==> src/rtl/ramb_read_arbiter_if.sv <==
// rtl/ramb_read_arbiter_if.sv - requester and RAM read-port bundle for ramb_read_arbiter
interface ramb_read_arbiter_if #(
    parameter int NREQ = 2,
    parameter int AW   = 11,
    parameter int DW   = 16
);
    logic [NREQ-1:0]    REQ;
    logic [NREQ*AW-1:0] ADDR;
    logic [NREQ-1:0]    GNT;
    logic [NREQ-1:0]    RVALID;
    logic [DW-1:0]      RDATA_OUT;
    logic [AW-1:0]      RAM_RADDR;
    logic               RAM_RE;
    logic [DW-1:0]      RAM_RDATA;

    modport slave (
        input  REQ, ADDR, RAM_RDATA,
        output GNT, RVALID, RDATA_OUT, RAM_RADDR, RAM_RE
    );

    modport master (
        output REQ, ADDR, RAM_RDATA,
        input  GNT, RVALID, RDATA_OUT, RAM_RADDR, RAM_RE
    );
endinterface

==> src/rtl/ramb_read_arbiter.sv <==
// rtl/ramb_read_arbiter.sv - round-robin burst arbiter for one SB_RAM40_4K read port
// Define RAMB_ARB_FIXED_PRIO_EN for lowest-index-wins arbitration instead of round-robin.
module ramb_read_arbiter #(
    parameter int NREQ  = 2,
    parameter int AW    = 11,
    parameter int DW    = 16,
    parameter int BURST = 4
) (
    input  logic CLKIN,
    input  logic RESET,
    ramb_read_arbiter_if.slave bus
);
    typedef enum logic {IDLE, OWN} state_t;

    localparam logic [1:0] LAST_REQ  = 2'(NREQ - 1);
    localparam logic [3:0] BURST_CNT = 4'(BURST);
    localparam logic [2:0] NREQ_W    = 3'(NREQ);

    state_t          state_q, state_d;
    logic [1:0]      owner_q, owner_d;
    logic [3:0]      cnt_q, cnt_d;
    logic [NREQ-1:0] rvalid_q;
    logic            gnt_any;
    logic [1:0]      gnt_idx;
    logic            req_owner;
    logic            win_found;
    logic [1:0]      win_idx;

    always_comb begin
        req_owner = 1'b0;
        for (int i = 0; i < NREQ; i++) begin
            if (owner_q == 2'(i)) req_owner = bus.REQ[i];
        end
    end

    always_comb begin : arbitrate
        logic [2:0] idx;
        win_found = 1'b0;
        win_idx   = 2'd0;
        idx       = 3'd0;
`ifdef RAMB_ARB_FIXED_PRIO_EN
        for (int i = NREQ - 1; i >= 0; i--) begin
            if (bus.REQ[i]) begin
                win_found = 1'b1;
                win_idx   = 2'(i);
            end
        end
`else
        // Search starts just after the owner and wraps, so the owner itself is tried last.
        for (int k = 1; k <= NREQ; k++) begin
            idx = {1'b0, owner_q} + 3'(k);
            if (idx >= NREQ_W) idx = idx - NREQ_W;
            for (int j = 0; j < NREQ; j++) begin
                if (!win_found && idx == 3'(j) && bus.REQ[j]) begin
                    win_found = 1'b1;
                    win_idx   = 2'(j);
                end
            end
        end
`endif
    end

    always_ff @(posedge CLKIN or posedge RESET) begin
        if (RESET) begin
            state_q  <= IDLE;
            owner_q  <= LAST_REQ;
            cnt_q    <= 4'd0;
            rvalid_q <= '0;
        end else begin
            state_q  <= state_d;
            owner_q  <= owner_d;
            cnt_q    <= cnt_d;
            rvalid_q <= bus.GNT;
        end
    end

    always_comb begin
        state_d = state_q;
        owner_d = owner_q;
        cnt_d   = cnt_q;
        gnt_any = 1'b0;
        gnt_idx = owner_q;
        if (state_q == OWN && req_owner && cnt_q < BURST_CNT) begin
            gnt_any = 1'b1;
            cnt_d   = cnt_q + 4'd1;
        end else if (win_found) begin
            gnt_any = 1'b1;
            gnt_idx = win_idx;
            owner_d = win_idx;
            cnt_d   = 4'd1;
            state_d = OWN;
        end else begin
            // Owner is kept so the next search still rotates from it.
            state_d = IDLE;
            cnt_d   = 4'd0;
        end
    end

    always_comb begin
        bus.GNT       = '0;
        bus.RAM_RE    = gnt_any;
        bus.RAM_RADDR = '0;
        for (int i = 0; i < NREQ; i++) begin
            if (gnt_any && gnt_idx == 2'(i)) begin
                bus.GNT[i]    = 1'b1;
                bus.RAM_RADDR = bus.ADDR[i*AW +: AW];
            end
        end
    end

    assign bus.RVALID    = rvalid_q;
    assign bus.RDATA_OUT = bus.RAM_RDATA;
endmodule

==> src/flat_wrapper.sv <==
// flat-port wrapper written by rule: the top's interface ports become plain ports
module ramb_read_arbiter_flat 
#(
    parameter int NREQ  = 2,
    parameter int AW    = 11,
    parameter int DW    = 16,
    parameter int BURST = 4
)
  (CLKIN, RESET, bus_REQ, bus_ADDR, bus_RAM_RDATA, bus_GNT, bus_RVALID, bus_RDATA_OUT, bus_RAM_RADDR, bus_RAM_RE);
  ramb_read_arbiter_if #(.NREQ(NREQ), .AW(AW), .DW(DW)) bus_i ();
  input  logic CLKIN;
  input  logic RESET;
  input wire logic [$bits(bus_i.REQ)-1:0] bus_REQ;
  input wire logic [$bits(bus_i.ADDR)-1:0] bus_ADDR;
  input wire logic [$bits(bus_i.RAM_RDATA)-1:0] bus_RAM_RDATA;
  output wire logic [$bits(bus_i.GNT)-1:0] bus_GNT;
  output wire logic [$bits(bus_i.RVALID)-1:0] bus_RVALID;
  output wire logic [$bits(bus_i.RDATA_OUT)-1:0] bus_RDATA_OUT;
  output wire logic [$bits(bus_i.RAM_RADDR)-1:0] bus_RAM_RADDR;
  output wire logic [$bits(bus_i.RAM_RE)-1:0] bus_RAM_RE;
  assign bus_i.REQ = bus_REQ;
  assign bus_i.ADDR = bus_ADDR;
  assign bus_i.RAM_RDATA = bus_RAM_RDATA;
  assign bus_GNT = bus_i.GNT;
  assign bus_RVALID = bus_i.RVALID;
  assign bus_RDATA_OUT = bus_i.RDATA_OUT;
  assign bus_RAM_RADDR = bus_i.RAM_RADDR;
  assign bus_RAM_RE = bus_i.RAM_RE;
  ramb_read_arbiter #(.NREQ(NREQ), .AW(AW), .DW(DW), .BURST(BURST)) u_core (.CLKIN(CLKIN), .RESET(RESET), .bus(bus_i));
endmodule
==> config.mk <==
export PLATFORM = sky130hd
export DESIGN_NAME = ramb_read_arbiter_flat
export DESIGN_NICKNAME = d
export VERILOG_FILES = /design/src/rtl/ramb_read_arbiter_if.sv /design/src/rtl/ramb_read_arbiter.sv /design/src/flat_wrapper.sv
export SDC_FILE = /design/constraint.sdc
export NUM_CORES = 1
export LEC_CHECK = 0
export CORE_MARGIN = 5
export CORE_UTILIZATION = 37
export CTS_CLUSTER_SIZE = 40
export DETAILED_ROUTE_END_ITERATION = 16
export PLACE_DENSITY_LB_ADDON = 0.15
export SYNTH_ARGS = -nofsm -noshare
export SYNTH_HDL_FRONTEND = slang
export SYNTH_SLANG_ARGS = --single-unit
==> constraint.sdc <==
create_clock -name CLKIN -period 1.87 [get_ports CLKIN]
set_input_delay 0.2805 -clock CLKIN [delete_from_list [all_inputs] [get_ports CLKIN]]
set_output_delay 0.2805 -clock CLKIN [all_outputs]
set_load 0.01 [all_outputs]
==> flow_metrics.py <==
metrics = {
    "global_routing": {
        "grt_pass1_wl_mm": 8.33,
        "grt_usage": 0.192,
        "grt_pass1_vias": 1749,
        "grt.overflow.total": 0,
        "busiest_layer": "met2",
        "grt_max_degree": 33,
        "grtUsageMet2": 0.323,
        "antenna_found_initial": 0,
        "met3_usage": 0.0369,
        "use_met1": 0.234,
    },
    "timing": {
        "setup_slack_ps": -331,
        "timing.hold.ws_ps": 311,
        "period_needed_ps": 2200,
        "fin_crit_sh": 1.18,
        "timing.fmax_ghz": 0.454,
        "slew_viol_final": 0,
        "setup_viol": 13,
        "clock_skew_ps": 2.62,
        "rsz0062_at_grt": "yes",
        "finalHoldViolations": 0,
    },
    "cts": {
        "insertion_delay_ps": 230,
        "clock_path_buffers": 2,
        "clock_sinks": 9,
        "htreeDepth": 1,
        "cts_made_buffers": 3,
        "cts_tree": "done",
        "root_buffer": "clkbuf_8",
        "cts.clk_slew.worst_paths_ps": 40,
        "cts.hold.buffers_added": 0,
    },
    "yosys": {
        "synthTopCellsByArea": "nand3b_1, dfrtp_1, a21oi_1, buf_4, nand4b_1",
        "synth_cells": 207,
        "ys_seq_elements": 9,
        "yosysSeqAreaShare": 0.151,
        "synth_nets": 250,
        "synth_top_area_cell": "nand3b_1",
        "syn_avg_cell_area_um2": 7.22,
        "yosysTopAreaCellShare": 0.276,
        "yosysWarnings": 0,
        "syn_area_um2": 1500,
        "yosysUniqueCellTypes": 28,
    },
    "routing": {
        "vias": 1738,
        "final_antenna_net_count": 0,
        "remaining_drc_errors": 0,
        "totalWireLength_mm": 5.12,
        "drtIter0Drc": 126,
        "detail_route.wl_per_cell_um": 17.5,
        "firstDrtPassIters": 4,
        "vias_per_cell": 5.95,
    },
    "job": {
        "cap_violations": 0,
    },
    "floorplan": {
        "die_w_um": 73.6,
        "die_h_um": 73.6,
        "io-pin-count": 74,
        "start_util": 0.376,
        "core_um2": 3970,
        "dieArea_um2": 5410,
        "num_rows": 23,
    },
    "final_layout": {
        "area_growth_pct": 44.5,
        "drive_gt1_frac": 0.285,
        "antennaDiodeCount": 0,
        "nNetsFinal": 286,
        "layout_common_cells": "nand3b_1, clkdlybuf4s50_1, a21oi_1",
        "fin_cells": 292,
        "final_area_um2": 2160,
        "final_common_cell": "nand3b_1",
        "fill_cells": 375,
    },
    "critical_path": {
        "required_ps": 1590,
        "crit_start": "u_core.cnt_q[2]",
        "r2r_setup_slack_ps": 150,
        "worst-path-buf-inv": 3,
        "cp_top_family": "simple AND/OR/NAND/NOR gates",
        "path_class": "flip-flop to primary output",
        "cp_max_fo": 8,
        "cpMaxStageDelayCell": "or4b_4",
        "cp-end-kind": "primary output",
        "worstSetupStartpointType": "flip-flop",
        "r2r-start": "u_core.cnt_q[2]",
        "arrival_ps": 1920,
        "slowest_delay_ps": 530,
        "path_cells": "buf_4 -> or4b_4 -> buf_6 -> a211oi_2 -> or4_4 -> buf_2",
    },
    "min_path": {
        "hold_path.class": "input port to asynchronous set/reset pin",
    },
    "place": {
        "gp_congestion": 0.826,
        "placed_cell_area_um2": 1940,
        "numPortBuffers": 41,
        "placed_cells": 277,
        "hpwl_mm": 3.22,
    },
    "power_and_ir_drop": {
        "peakVddDrop_v": 0.000422,
        "p_per_area_nw_per_um2": 468,
        "leakage_nw": 0.826,
    },
    "outcome": {
        "violations": "negative setup slack",
        "status": "complete, but fails checks",
    },
}
==> power by group <==
| group | switching (mW) | internal (mW) | leakage [nW] |
|---|---|---|---|
| clock network | 0.0729 | 0.148 | 0.0228 |
| logic | 0.263 | 0.303 | 0.694 |
| registers | 0.0118 | 0.212 | 0.109 |
==> worst reg2reg max path, delay by kind of cell, from the launching register on <==
family	cells	cell delay, ps
buf+inv	3	430
simple gates	2	700
flops	1	400
compound gates	1	80
==> routing by layer <==
metal  vias to the layer above  part of all wire
met5                         -                 0
met4                         0             0.019
met3                        10             0.067
met2                        63              0.51
met1                       852              0.41
li1                        813                 -
==> final cells by class <==
class | count | area (µm²) | share of cell area
multi-input combinational | 156 | 1130 | 0.525
tap | 50 | 62.6 | 0.0290
clock buffer | 4 | 45.0 | 0.0208
timing repair buffer | 71 | 684 | 0.317
inverter | 2 | 7.51 | 0.00347
sequential | 9 | 226 | 0.105
==> cell usage after synthesis, drive strengths merged <==
cell type,instances
nand2b,3
or2,1
nor2,13
dfrtp,8
nor3b,1
a21oi,26
and2,3
a211oi,12
inv,2
buf,25
o221ai,1
or4b,1
nand4b,11
conb,1
dfstp,1
clkbuf,15
a21o,1
nand2,12
or4,11
nand3b,55
ha,1
a21boi,1
or3b,1
nor4b,1
==> stage by stage <==
stage	util	setup TNS (ps)	power (mW)	setup WS, ps
after floorplan	-	0	0.507	5.30
after global placement	0.487	-8560	0.710	-670
after detailed placement	0.487	-9180	0.729	-726
after CTS	0.538	-3940	1.00	-345
after global routing	0.544	-4670	1.07	-398
final	0.544	-3760	1.01	-331
==> worst paths after layout <==
check	endpoint	cells past startpoint
min in group CLKIN	u_core.cnt_q[0]	1
setup reg to reg	u_core.bus.RVALID[1]	6
max in group asynchronous	u_core.owner_q[0]	2
hold reg to reg	u_core.cnt_q[0]	1
setup / recovery	bus_RAM_RADDR[5]	6
hold / removal	u_core.owner_q[1]	2
==> registers in the layout, indices dropped and copies added, names as in the netlist <==
register           count
u_core.cnt_q           4
u_core.bus.RVALID      2
u_core.owner_q         2
u_core.state_q         1
==> repair_timing <==
| item | in CTS | in global routing |
|---|---|---|
| buffers inserted | 9 | 0 |
| cloned | 2 | 0 |
| resized for setup | 84 | 6 |
| pin swaps | 15 | 4 |
| endpoints found under the setup margin | 14 | 13 |
==> cells by family after synthesis <==
group | after synthesis | share of synthesized area
AND/OR/NAND/NOR | 113 | 0.515
buffers and inverters | 42 | 0.156
AO/OA/AOI/OAI | 41 | 0.167
flip-flops | 9 | 0.151
adder cells (fa/ha/maj) | 1 | 0.00837
other | 1 | 0.00251
Power figures use the tool's default switching activity.
